$ cat src/rtl/truth_table_sweeper.sv
// Sequencer that sweeps a 4-input combinational circuit through all 16 vectors and checks Y against an expected table.
// Optional feature: define SWEEPER_STOP_ON_FAIL_EN to end the sweep at the first mismatching vector.
module truth_table_sweeper #(
    parameter int unsigned SETTLE_CYCLES = 2
) (
    input  logic        clk,
    input  logic        rst,
    input  logic        start,
    input  logic [15:0] expected,
    input  logic        Y,
    output logic        A,
    output logic        B,
    output logic        C,
    output logic        D,
    output logic        busy,
    output logic        done,
    output logic        pass,
    output logic [15:0] truth_table,
    output logic [4:0]  mismatch_cnt,
    output logic        fail_valid,
    output logic [3:0]  first_fail
);

    typedef enum logic [1:0] {
        ST_IDLE,
        ST_SETTLE,
        ST_SAMPLE,
        ST_DONE
    } state_t;

    localparam logic [3:0] SETTLE_LAST = 4'(SETTLE_CYCLES - 1);

    state_t      state_q, state_d;
    logic [3:0]  index_q, index_d;
    logic [3:0]  wait_cnt_q, wait_cnt_d;
    logic [15:0] expected_q, expected_d;
    logic [15:0] truth_table_q, truth_table_d;
    logic [4:0]  mismatch_cnt_q, mismatch_cnt_d;
    logic        fail_valid_q, fail_valid_d;
    logic [3:0]  first_fail_q, first_fail_d;
    logic        pass_q, pass_d;
    logic        miss;

    always_comb begin
        state_d        = state_q;
        index_d        = index_q;
        wait_cnt_d     = wait_cnt_q;
        expected_d     = expected_q;
        truth_table_d  = truth_table_q;
        mismatch_cnt_d = mismatch_cnt_q;
        fail_valid_d   = fail_valid_q;
        first_fail_d   = first_fail_q;
        pass_d         = pass_q;
        miss           = (Y != expected_q[index_q]);

        case (state_q)
            ST_IDLE: begin
                if (start) begin
                    expected_d     = expected;
                    truth_table_d  = '0;
                    mismatch_cnt_d = '0;
                    fail_valid_d   = 1'b0;
                    first_fail_d   = '0;
                    pass_d         = 1'b0;
                    index_d        = '0;
                    wait_cnt_d     = '0;
                    state_d        = ST_SETTLE;
                end
            end
            ST_SETTLE: begin
                if (wait_cnt_q == SETTLE_LAST) begin
                    wait_cnt_d = '0;
                    state_d    = ST_SAMPLE;
                end else begin
                    wait_cnt_d = wait_cnt_q + 4'd1;
                end
            end
            ST_SAMPLE: begin
                truth_table_d[index_q] = Y;
                if (miss) begin
                    mismatch_cnt_d = mismatch_cnt_q + 5'd1;
                    if (!fail_valid_q) begin
                        first_fail_d = index_q;
                        fail_valid_d = 1'b1;
                    end
                end
`ifdef SWEEPER_STOP_ON_FAIL_EN
                if (miss || index_q == 4'd15) begin
                    state_d = ST_DONE;
                end else begin
                    index_d = index_q + 4'd1;
                    state_d = ST_SETTLE;
                end
`else
                if (index_q == 4'd15) begin
                    state_d = ST_DONE;
                end else begin
                    index_d = index_q + 4'd1;
                    state_d = ST_SETTLE;
                end
`endif
            end
            ST_DONE: begin
                // mismatch_cnt_q already includes the final SAMPLE here
                pass_d  = (mismatch_cnt_q == 5'd0);
                state_d = ST_IDLE;
            end
            default: state_d = ST_IDLE;
        endcase
    end

    always_ff @(posedge clk) begin
        if (rst) begin
            state_q        <= ST_IDLE;
            index_q        <= '0;
            wait_cnt_q     <= '0;
            expected_q     <= '0;
            truth_table_q  <= '0;
            mismatch_cnt_q <= '0;
            fail_valid_q   <= 1'b0;
            first_fail_q   <= '0;
            pass_q         <= 1'b0;
        end else begin
            state_q        <= state_d;
            index_q        <= index_d;
            wait_cnt_q     <= wait_cnt_d;
            expected_q     <= expected_d;
            truth_table_q  <= truth_table_d;
            mismatch_cnt_q <= mismatch_cnt_d;
            fail_valid_q   <= fail_valid_d;
            first_fail_q   <= first_fail_d;
            pass_q         <= pass_d;
        end
    end

    assign A            = index_q[0];
    assign B            = index_q[1];
    assign C            = index_q[2];
    assign D            = index_q[3];
    assign busy         = (state_q != ST_IDLE);
    assign done         = (state_q == ST_DONE);
    assign pass         = pass_q;
    assign truth_table  = truth_table_q;
    assign mismatch_cnt = mismatch_cnt_q;
    assign fail_valid   = fail_valid_q;
    assign first_fail   = first_fail_q;

endmodule

$ cat config.mk
export PLATFORM = sky130hd
export DESIGN_NAME = truth_table_sweeper
export DESIGN_NICKNAME = d
export VERILOG_FILES = /design/src/rtl/truth_table_sweeper.sv
export SDC_FILE = /design/constraint.sdc
export NUM_CORES = 1
export LEC_CHECK = 0
export BUFFER_PORTS_ARGS = -buffer_cell sky130_fd_sc_hd__buf_2
export CORE_MARGIN = 2
export CORE_UTILIZATION = 45
export CTS_CLUSTER_DIAMETER = 60
export CTS_CLUSTER_SIZE = 30
export DETAILED_ROUTE_END_ITERATION = 10
export PLACE_DENSITY = 0.7
export SYNTH_ARGS = -nofsm -noshare
export SYNTH_HDL_FRONTEND = slang
export SYNTH_SLANG_ARGS = --single-unit
$ cat constraint.sdc
create_clock -name clk -period 2.15 [get_ports clk]
set_clock_uncertainty 0.1 [all_clocks]
set_input_delay 0.1075 -clock clk [delete_from_list [all_inputs] [get_ports clk]]
set_output_delay 0.1075 -clock clk [all_outputs]
set_load 0.03 [all_outputs]
==> flow_summary.json <==
{
  "cts_tree": "built",
  "ioPinCount": 53,
  "worst_slew_margin_rel_pct": 65.8,
  "powerDensity_nw_per_um2": 608,
  "yosysWarningCount": 0,
  "cp-end-kind": "flip-flop",
  "use_met1_pct": 24.8,
  "die_x_um": 80.2,
  "gp_congestion": 0.838,
  "arrival_ns": 2.23,
  "hold_viol_final": 0,
  "finalWirelength_um": 6100,
  "antenna_found_initial": 0,
  "synth-async-reset-ratio_pct": 0,
  "path_max_fanout": 8,
  "coreArea_um2": 5540,
  "grt_pass1_wl_um": 10400,
  "clock-sinks": 53,
  "drt_iter0_markers": 145,
  "synth_compound_area_share_pct": 18.6,
  "whs_ns": 0.0372,
  "syn_nets": 335,
  "flow.area_growth_from_synthesis_pct": 26.1,
  "min_path_type": "primary input to flip-flop",
  "clockBufferDepth": 2,
  "grt_pass1_vias": 2310,
  "synth_top_family_by_area": "simple AND/OR/NAND/NOR gates",
  "synth_cell_types": 48,
  "finish.instance_area_um2": 3290,
  "rows": 27,
  "synth_edf_count": 0,
  "yosysSeqAreaShare_pct": 40.6,
  "cts.clk_slew.worst_paths_ns": 0.09,
  "setup_viol": 0,
  "synth_fa_ha_area_share_pct": 2.87,
  "cp.required_ns": 2.25,
  "syn_inst": 309,
  "path_cells": "buf_6, mux2i_1, mux4_2, mux2i_2, or2_4, mux2_4",
  "layout.cells.non_filler": 445,
  "fmax_mhz": 469,
  "outcome": "finished clean",
  "period_share_pct": 99.2,
  "slowest_delay_ns": 0.56,
  "n_fill_cell": 514,
  "tightest_slew_ns": 0.512,
  "fp.dieH_um": 80.2,
  "placed_cells": 417,
  "placed_area_um2": 2940,
  "diodes": 0,
  "postRouteAntennaNets": 0,
  "synth_simple_gate_area_share_pct": 23.2,
  "drc": 0,
  "drive_gt1_share_pct": 25.7,
  "via_count": 2380,
  "rsz0062_at_grt": "true",
  "synth.area.mux_share_pct": 7.57,
  "grt_remaining_overflow": 0,
  "post_drt_wl_per_cell_um": 13.7,
  "via_per_inst": 5.35,
  "use_met2_pct": 35.2,
  "initial_core_util_pct": 47.2,
  "drt-pass1-iter-count": 4,
  "setup.worst_path.start_class": "flip-flop",
  "ys_ff_latch": 53,
  "path_class": "flip-flop to flip-flop",
  "maxCapViolations": 0,
  "busiest_layer": "met2",
  "netlist_area_um2": 2610,
  "p_leak_uw": 0.00131,
  "cts_inserted_buffers": 5,
  "synth_ff_type": "dfxtp_1",
  "slowest_stage": "mux4_2",
  "worstSkewPairLatency_ns": 0.31,
  "synthXorXnorAreaFrac_pct": 1.01,
  "peakVddDrop_mv": 0.428,
  "grt.total_usage_pct": 20.2,
  "synth.avg_cell_area_um2": 8.45,
  "slew_viol_final": 0,
  "fin_crit_ns": 2.13,
  "portBuffers": 52,
  "grt_max_degree": 48,
  "post-dp-hpwl_um": 4140,
  "layout.nets": 398,
  "die-area_um2": 6430,
  "htree_num_levels": 2,
  "cts_root_buf": "clkbuf_8",
  "use_met3_pct": 4.49
}
final timing paths:
path                               from                      endpoint  slack, ns  depth (start not counted)
max             index_q[0]$_SDFFE_PP0P_  mismatch_cnt[0]$_SDFFE_PP0P_       0.02                          6
min                               start       state_q[1]$_SDFFE_PP0P_       0.04                          3
min reg2reg  expected_q[9]$_SDFFE_PP0P_    expected_q[9]$_SDFFE_PP0P_       0.36                          2
max reg2reg     index_q[0]$_SDFFE_PP0P_  mismatch_cnt[0]$_SDFFE_PP0P_       0.02                          6
metal layers:
layer	vias up	wire length (um)
li1	1220	-
met1	1089	2790
met2	66	2910
met3	5	340
met4	0	61
met5	-	0
layout make-up:
cell class | instances | area (um2) | share of cell area, %
inverter | 9 | 33.8 | 1.03
timing repair buffer | 82 | 549 | 16.7
multi-input combinational | 221 | 1440 | 43.7
clock inverter | 1 | 30.0 | 0.912
clock buffer | 7 | 86.3 | 2.62
tap | 72 | 90.1 | 2.74
sequential | 53 | 1060 | 32.3
registers in the layout, indices dropped and copies added, names as in the netlist:
register      count
truth_table      16
wait_cnt_q        4
fail_valid        1
pass              1
mismatch_cnt      5
expected_q       16
state_q           2
index_q           4
first_fail        4
Yosys cell counts, types with 2 or more instances:
cell	number	share of area [%]
a21oi_1	38	7.3
a22o_2	3	1.1
a22oi_1	2	0.57
a32o_1	3	1.1
and2_1	4	0.96
clkbuf_1	21	3.0
dfxtp_1	53	41
ha_1	6	2.9
inv_1	9	1.3
mux2i_1	13	5.0
mux4_2	2	1.7
nand2_1	48	6.9
nand2b_1	4	0.96
nand3_1	15	2.9
nand3b_1	4	1.1
nand4_1	13	3.1
nor2_1	13	1.9
nor2b_1	7	1.7
nor3_1	3	0.57
nor3b_1	2	0.57
o211a_1	2	0.77
o211ai_1	11	3.2
o21ai_0	3	0.57
o311ai_0	3	1.0
or2_2	3	0.72
xnor2_1	2	0.67
cell usage in the layout (no fill, tap or decap), types with 4 or more instances in the layout:
cell type,netlist,routed
nand3_1,15,15
clkbuf_8,0,6
mux2i_2,0,5
inv_1,9,9
dlygate4sd3_1,0,16
nand3b_1,4,4
nand4_1,13,13
dfxtp_1,53,52
nand2b_1,4,4
a21oi_1,38,38
mux2i_1,13,8
o211ai_1,11,11
buf_2,1,52
buf_4,1,10
ha_1,6,6
nor2b_1,7,7
nor2_1,13,13
nand2_1,48,48
metrics by stage:
stage                     worst slack [ns]  utilization [%]  TNS [ns]  power (uW)
after floorplan                     -0.108                -    -0.632        1220
after global placement               0.130             53.0         0        1280
after detailed placement            0.0803             53.0         0        1290
after CTS                           0.0499             58.0         0        2000
after global routing               -0.0744             59.4    -0.303        2090
final                               0.0174             59.4         0        2000
report_power, final:
| group | switching [uW] | total, uW | internal (uW) |
|---|---|---|---|
| sequential | 24.4 | 1030 | 1010 |
| clock | 320 | 700 | 380 |
| combinational | 154 | 267 | 113 |
| total | 498 | 2000 | 1500 |
logic make-up (layout without fill, tap and decap cells):
kind of cell | count (synthesis) | count (layout)
flip-flops | 53 | 53
multiplexers | 17 | 17
AND/OR/NAND/NOR | 122 | 122
buffers and inverters | 35 | 99
XOR/XNOR | 3 | 3
AO/OA/AOI/OAI | 73 | 73
adder cells (fa/ha/maj) | 6 | 6
worst max-delay path: cells and delay by family, from the launching register on:
kind                   cells  cell delay, ns
and+or+nand+nor            1            0.27
buffers and inverters      1            0.13
muxes                      4            1.13
DFF                        1            0.38
what timing repair did:
| action | 4_1_cts | 5_1_grt |
|---|---|---|
| hold buffers | 16 | 0 |
| setup buffers | 0 | 4 |
| setup endpoints to repair | 0 | 10 |
| resized for setup | 0 | 13 |
| endpoints found under the hold margin | 16 | 0 |
Note: power is estimated with default switching activity, not from simulation.
